===== config.mk =====
export PLATFORM = sky130hd
export DESIGN_NAME = io_display_port
export DESIGN_NICKNAME = d
export VERILOG_FILES = /design/src/rtl/io_display_port.sv
export SDC_FILE = /design/constraint.sdc
export NUM_CORES = 1
export LEC_CHECK = 0
export ABC_CLOCK_PERIOD_IN_PS = 6200
export BUFFER_PORTS_ARGS = -buffer_cell sky130_fd_sc_hd__buf_2
export CAP_MARGIN = 20
export CELL_PAD_IN_SITES_DETAIL_PLACEMENT = 0
export CELL_PAD_IN_SITES_GLOBAL_PLACEMENT = 2
export CORE_UTILIZATION = 43
export DETAILED_ROUTE_END_ITERATION = 8
export GPL_ROUTABILITY_DRIVEN = 0
export PLACE_DENSITY_LB_ADDON = 0.1
export SLEW_MARGIN = 40
export SYNTH_ARGS = -nofsm -noshare
export SYNTH_HDL_FRONTEND = slang
export SYNTH_SLANG_ARGS = --single-unit

===== constraint.sdc =====
create_clock -name clk -period 6.2 [get_ports clk]
set_clock_uncertainty 0.1 [all_clocks]
set_input_delay 0.31 -clock clk [delete_from_list [all_inputs] [get_ports clk]]
set_output_delay 0.31 -clock clk [all_outputs]
set_load 0.01 [all_outputs]

===== src/rtl/io_display_port.sv =====
// Bus snooper for the urisc/mem bus: captures CPU writes to IO_ADDR into a small FIFO and
// presents each byte on a 16-bit display word, {seq, byte}, for HOLD_CYCLES clocks.
module io_display_port #(
  parameter logic [7:0]  IO_ADDR     = 8'hFF,
  parameter int unsigned DEPTH       = 4,
  parameter int unsigned HOLD_CYCLES = 50_000_000
) (
  input  logic        clk,
  input  logic        reset,
  input  logic [7:0]  addr,
  input  logic [7:0]  wdata,
  input  logic        we,
  output logic [15:0] disp,
  output logic        busy,
  output logic        fifo_full,
  output logic        overflow
);

  localparam int unsigned PtrW   = $clog2(DEPTH);
  localparam int unsigned CntW   = PtrW + 1;
  localparam int unsigned TimerW = $clog2(HOLD_CYCLES) + 1;

  localparam logic [CntW-1:0]   DepthCnt  = CntW'(DEPTH);
  localparam logic [TimerW-1:0] TimerLoad = TimerW'(HOLD_CYCLES - 1);

  typedef enum logic {StIdle, StShow} state_e;

  state_e            state_q, state_d;
  logic [7:0]        mem_q [DEPTH];
  logic [PtrW-1:0]   head_q, head_d;
  logic [PtrW-1:0]   tail_q, tail_d;
  logic [CntW-1:0]   count_q, count_d;
  logic [TimerW-1:0] timer_q, timer_d;
  logic [7:0]        seq_q, seq_d;
  logic [15:0]       disp_q, disp_d;
  logic              ovf_q, ovf_d;

  logic capture;
  logic pop;
  logic push;

  // Capture qualification; a full FIFO still accepts when a pop frees a slot on the same edge.
  always_comb begin
    capture = we && (addr == IO_ADDR);
    pop     = (state_q == StIdle) && (count_q != '0);
    push    = capture && ((count_q != DepthCnt) || pop);
  end

  // FIFO pointer/occupancy bookkeeping and the sticky drop flag.
  always_comb begin
    head_d  = head_q;
    tail_d  = tail_q;
    count_d = count_q;
    ovf_d   = ovf_q;
    if (pop) begin
      head_d = head_q + PtrW'(1);
    end
    if (push) begin
      tail_d = tail_q + PtrW'(1);
    end
    case ({push, pop})
      2'b10:   count_d = count_q + CntW'(1);
      2'b01:   count_d = count_q - CntW'(1);
      default: count_d = count_q;
    endcase
    if (capture && !push) begin
      ovf_d = 1'b1;
    end
  end

  // Display FSM: IDLE pops the head onto disp, SHOW counts the hold time down to zero.
  always_comb begin
    state_d = state_q;
    timer_d = timer_q;
    seq_d   = seq_q;
    disp_d  = disp_q;
    case (state_q)
      StIdle: begin
        if (pop) begin
          seq_d   = seq_q + 8'd1;
          disp_d  = {seq_d, mem_q[head_q]};
          timer_d = TimerLoad;
          state_d = StShow;
        end
      end
      StShow: begin
        if (timer_q == '0) begin
          state_d = StIdle;
        end else begin
          timer_d = timer_q - TimerW'(1);
        end
      end
      default: state_d = StIdle;
    endcase
  end

  // Control and display state with asynchronous reset.
  always_ff @(posedge clk or posedge reset) begin
    if (reset) begin
      state_q <= StIdle;
      head_q  <= '0;
      tail_q  <= '0;
      count_q <= '0;
      timer_q <= '0;
      seq_q   <= '0;
      disp_q  <= '0;
      ovf_q   <= 1'b0;
    end else begin
      state_q <= state_d;
      head_q  <= head_d;
      tail_q  <= tail_d;
      count_q <= count_d;
      timer_q <= timer_d;
      seq_q   <= seq_d;
      disp_q  <= disp_d;
      ovf_q   <= ovf_d;
    end
  end

  // FIFO storage; contents need no reset since the pointers define validity.
  always_ff @(posedge clk) begin
    if (push && !reset) begin
      mem_q[tail_q] <= wdata;
    end
  end

  // Output drive.
  always_comb begin
    disp      = disp_q;
    busy      = (state_q == StShow);
    fifo_full = (count_q == DepthCnt);
    overflow  = ovf_q;
  end

endmodule


# == After elaboration in Yosys (flattened, before gate mapping) ==
# Memory sizes are Yosys's and may differ from the RTL's. A register that Yosys moved wholly into a read port is not among the register bits.
# Cells that the tools add are included.
# op_classes
n_mux,9
n_reduce_logical,13
addsub,6
eq_ne,7
n_bitwise,1
# op_table
cell,count
27-bit 2-to-1 mux,2
27-bit case mux with 2 select lines,1
27-bit zero test,1
27-bit by 1-bit subtractor with 27-bit output (second input constant),1
8-bit by 1-bit adder with 8-bit output (second input constant),1
8-bit == test (second input constant),1
3-bit case mux with 2 select lines,1
1-bit logical AND,5
2-bit by 1-bit adder with 2-bit output (second input constant),2
1-bit 2-to-1 mux,4
2-bit != test (second input constant),2
2-bit AND reduction,2
3-bit by 1-bit adder with 3-bit output (second input constant),1
3-bit == test (second input constant),1
3-bit != test (second input constant),1
3-bit nonzero test,1
3-bit by 1-bit subtractor with 3-bit output (second input constant),1
2-bit by 1-bit == test with 1-bit output (second input constant),1
2-bit == test (second input constant),1
1-bit zero test,2
1-bit case mux with 2 select lines,1
2-bit nonzero test,1
1-bit logical OR,1
1-bit NOT,1
# totals
wordCells,45
output_inout_bits,19
ram_bits,32
in_bits,19
memories,1
ff_bits,60
# memory_table
memory,depth,width,rd,rd_clocked_by_memory_dff,wr,line_no,source
mem_q,4,8,1,1,1,29,logic [7:0] mem_q [DEPTH];

# == Depth between registers and ports, before layout ==
# logic_depth
ltp_word,7
depth_mapped,8

# == Worst setup path after synthesis ==
# No wires, ideal clock.
# synth_path
path_type,flip-flop to flip-flop
start,register timer_q[0]
end,register timer_q[25]
slack_ns,4.028
path_stages_with_launch,8
t_arrival_ns,1.930
path_buffers,0
setup_ns,0.142
cell_sequence,dfrtp_1 > inv_1 > ha_1 > or4b_1 > or4_1 > o211ai_2 > or3_1 > nand3_1
# synth_between
elab_chain_len,3
elab_cells_between_ends,6
# synth_rtl
item,line_no,source
from (decl),33,"logic [TimerW-1:0] timer_q, timer_d;"
from (signal assigned),113,timer_q <= timer_d;
27-bit by 1-bit subtractor with 27-bit output or 27-bit zero test (tied branches),"90, 87",
27-bit 2-to-1 mux or 2-bit != test (tied branches),--,
27-bit case mux with 2 select lines or 2-bit AND reduction (tied branches),--,
# Parallel ways exist; a longest one is shown, timed or not. The select of a mux whose other input is x is not followed.
# A chain may end at the register's enable or synchronous reset.

# == Final worst setup path ==
# layout_path
start,register timer_q[0]
end,register timer_q[24]
# The elaborated chain is that of the path after synthesis.

==> metrics.md <==
| Metric | Value |
|---|---|
| Core Footprint | `8720 um2` |
| Asr flop ratio synth | `61.9%` |
| RSZ-0062 raised after global routing | `false` |
| Seq. cell area | `2260 um2` |
| Static Leakage | `0.00170 uW` |
| Final Hold Fails | `0` |
| Multi-input gate area | `1550 um2` |
| Crit path required time | `6320 ps` |
| EDFF count, synth | `32` |
| Compound-Gate Fraction of Synth Area | `7.35%` |
| F_max | `405 MHz` |
| CTS Buf Count | `9` |
| Synth Area in Simple Gates | `19.5%` |
| Register bit count reported by yosys | `84` |
| Main combinational cell family by area after synthesis | `simple AND/OR/NAND/NOR gates` |
| Final WL | `7.75 mm` |
| Initial Util | `44.5%` |
| Syn Inst Count | `319` |
| Worst-Skew Late Latency | `350 ps` |
| Post-synth design cell area | `3880 um2` |
| WP data arrival | `2590 ps` |
| Die height | `97.0 um` |
| Adder-cell share of the synthesized area | `2.45%` |
| Cells resized by post-CTS repair | `0` |
| Most frequent cell after synthesis | `dfrtp_1` |
| DRT antenna net count | `0` |
| NumNets Final | `386` |
| Avg Cell Area, Syn | `12.2 um2` |
| DRT Pass-1 Iters | `5` |
| Critical path class | `register to register` |
| Xor/xnor share of the synthesized area | `4.28%` |
| Detailed Route Iter0 Violations | `52` |
| Startpoint Class | `register` |
| Max Cap Viol | `0` |
| Initial antenna violation count | `0` |
| Clk root buf | `clkbuf_8` |
| DP Cell Count | `457` |
| CTS tree | `built` |
| Max IR drop VDD | `0.000132 V` |
| Final Non-Filler Cells | `473` |
| CP Max Fanout | `8` |
| Rel. slew slack | `54.9%` |
| Diodes inserted | `0` |
| Largest area contributor in the netlist | `dfrtp_1` |
| Reg clk slew, reported paths | `90 ps` |
| Share of the synthesized area in the top cell type | `33.5%` |
| Tot Pwr | `999 uW` |
| Status | `finished clean` |
| HP Class | `input pin to asynchronous set/reset pin` |
| Clk sinks | `84` |
| Fin crit share | `39.8%` |
| Total Negative Setup Slacks | `0 ps` |
| Synthesized net count | `345` |
| Vias in the first global route | `2574` |
| Synth warn | `0` |
| Final min period | `2470 ps` |
| Post-DP HPWL | `5.25 mm` |
| Avg WL per Cell | `16.4 um` |
| Slew Viols, Final | `0` |
| I/O Buffers | `37` |
| Post-synth top cells | `dfrtp_1 (52), nand2_1 (46), edfxtp_1 (32)` |
| Core Rows | `34` |
| Final setup fails | `0` |
| Top post-synthesis cells by area | `dfrtp_1 (34%), edfxtp_1 (25%), mux4_2 (4.6%)` |
| Clk buf depth | `2` |
| Die area | `9420 um2` |
| Number of fill cells | `802` |
| First-pass GRT wire length | `13.2 mm` |
| Area Growth Syn to Fin | `12.9%` |
| Setup Fix Bufs, Post-CTS | `0` |
| Multiplexer share of the synthesized area | `6.35%` |
| Vias per Instance | `5.42` |
| Primary FF master, synth | `dfrtp_1` |
| Worst slew pin tran | `676 ps` |
| Post-route DRC | `0` |
| Overall routing resource usage | `18.0%` |
| Chip width | `97.0 um` |
| Share of cells above drive strength 1 | `22.7%` |
| H-tree Lvls | `3` |
| Io pins | `38` |
| Largest net degree at the start of global routing | `53` |
| Via count | `2564` |
| Total gr overflow | `0` |
| Seq/Total Area, Yosys | `58.2%` |
| Synth unique cells | `56` |
| CP endpoint kind | `register` |
| # hold bufs at CTS | `0` |
| Power per cell area | `228 nW/um2` |
## cells in the final DEF, fill, tap and decap left out, types with 3 or more instances in the layout
cell       n
a21oi_1    7
and2_1     5
buf_2     37
clkbuf_8   9
dfrtp_1   52
edfxtp_1  32
ha_1       6
inv_1      9
inv_6      3
mux2i_1    4
mux4_2     8
nand2_1   45
nand3_1   13
nand4_1    5
nor2_1    19
nor3_1    13
nor4_1     4
o21ai_0    7
o31ai_1    5
o41ai_1    3
or2_2      3
or3_1      5
or4_1      7
xnor2_1   16
xor2_1     3
## critical path, cell delays in order (launching register included)
cell and delay, ps:
dfrtp_1 400, inv_1 110, ha_1 240, nor4b_2 400, nand4_1 460, o311ai_0 470
o41ai_1 140
## area by class of cell
class / instances / share of cell area, %
clock buffers: 10 / 2.91
clock inverters: 6 / 1.63
inverters: 10 / 0.856
multi-input cells: 216 / 35.4
flip-flops and latches: 84 / 51.6
well taps: 108 / 3.08
repair buffers: 39 / 4.56
## cell families after synthesis
logic type,after synthesis
AO/OA/AOI/OAI,37
adder cells (fa/ha/maj),7
AND/OR/NAND/NOR,139
XOR/XNOR,19
multiplexers,14
flip-flops,84
buffers and inverters,19
## routing by layer
layer	global-route usage (%)	part of all wire (%)	vias up
met1	25.4	49	1248
met5	0	0	-
met3	4.12	4.0	6
met2	27.4	46	51
met4	6.20	1.1	0
li1	-	-	1259
## sequential cells by signal, indices dropped and copies added (netlist names)
signal,flops
busy,1
count_q,3
disp,16
head_q,2
mem_q,32
overflow,1
tail_q,2
timer_q,27
## per-stage QoR
step	area (um2)	hold slack (ps)	utilization [%]	worst slack, ps
4_1_cts	4390	46.2	50.3	3770
3_5_place_dp	4190	353	48.0	3790
6_report	4390	23.4	50.3	3730
5_1_grt	4390	35.2	50.3	3420
3_3_place_gp	4180	356	48.0	3550
2_1_floorplan	3880	309	-	4030
## where the power goes
group / switching [uW] / leakage (uW) / internal, uW
registers: 1.34 / 0.000891 / 578
logic: 12.5 / 0.000712 / 6.69
clock network: 210 / 0.0000939 / 191
total: 224 / 0.00170 / 775
## path summary, 6_finish.rpt
check | startpoint | end | slack (ps) | depth (start not counted)
hold / removal | reset | tail_q[1] | 20 | 3
setup / recovery | timer_q[0] | timer_q[24] | 3730 | 6
min in group clk | wdata[1] | mem_q[0][1] | 60 | 1
setup reg to reg | timer_q[0] | timer_q[24] | 3730 | 6
hold reg to reg | disp[15] | disp[15] | 370 | 1
max in group asynchronous | reset | timer_q[11] | 5510 | 3
No activity file was read; power rests on OpenSTA's default activity.
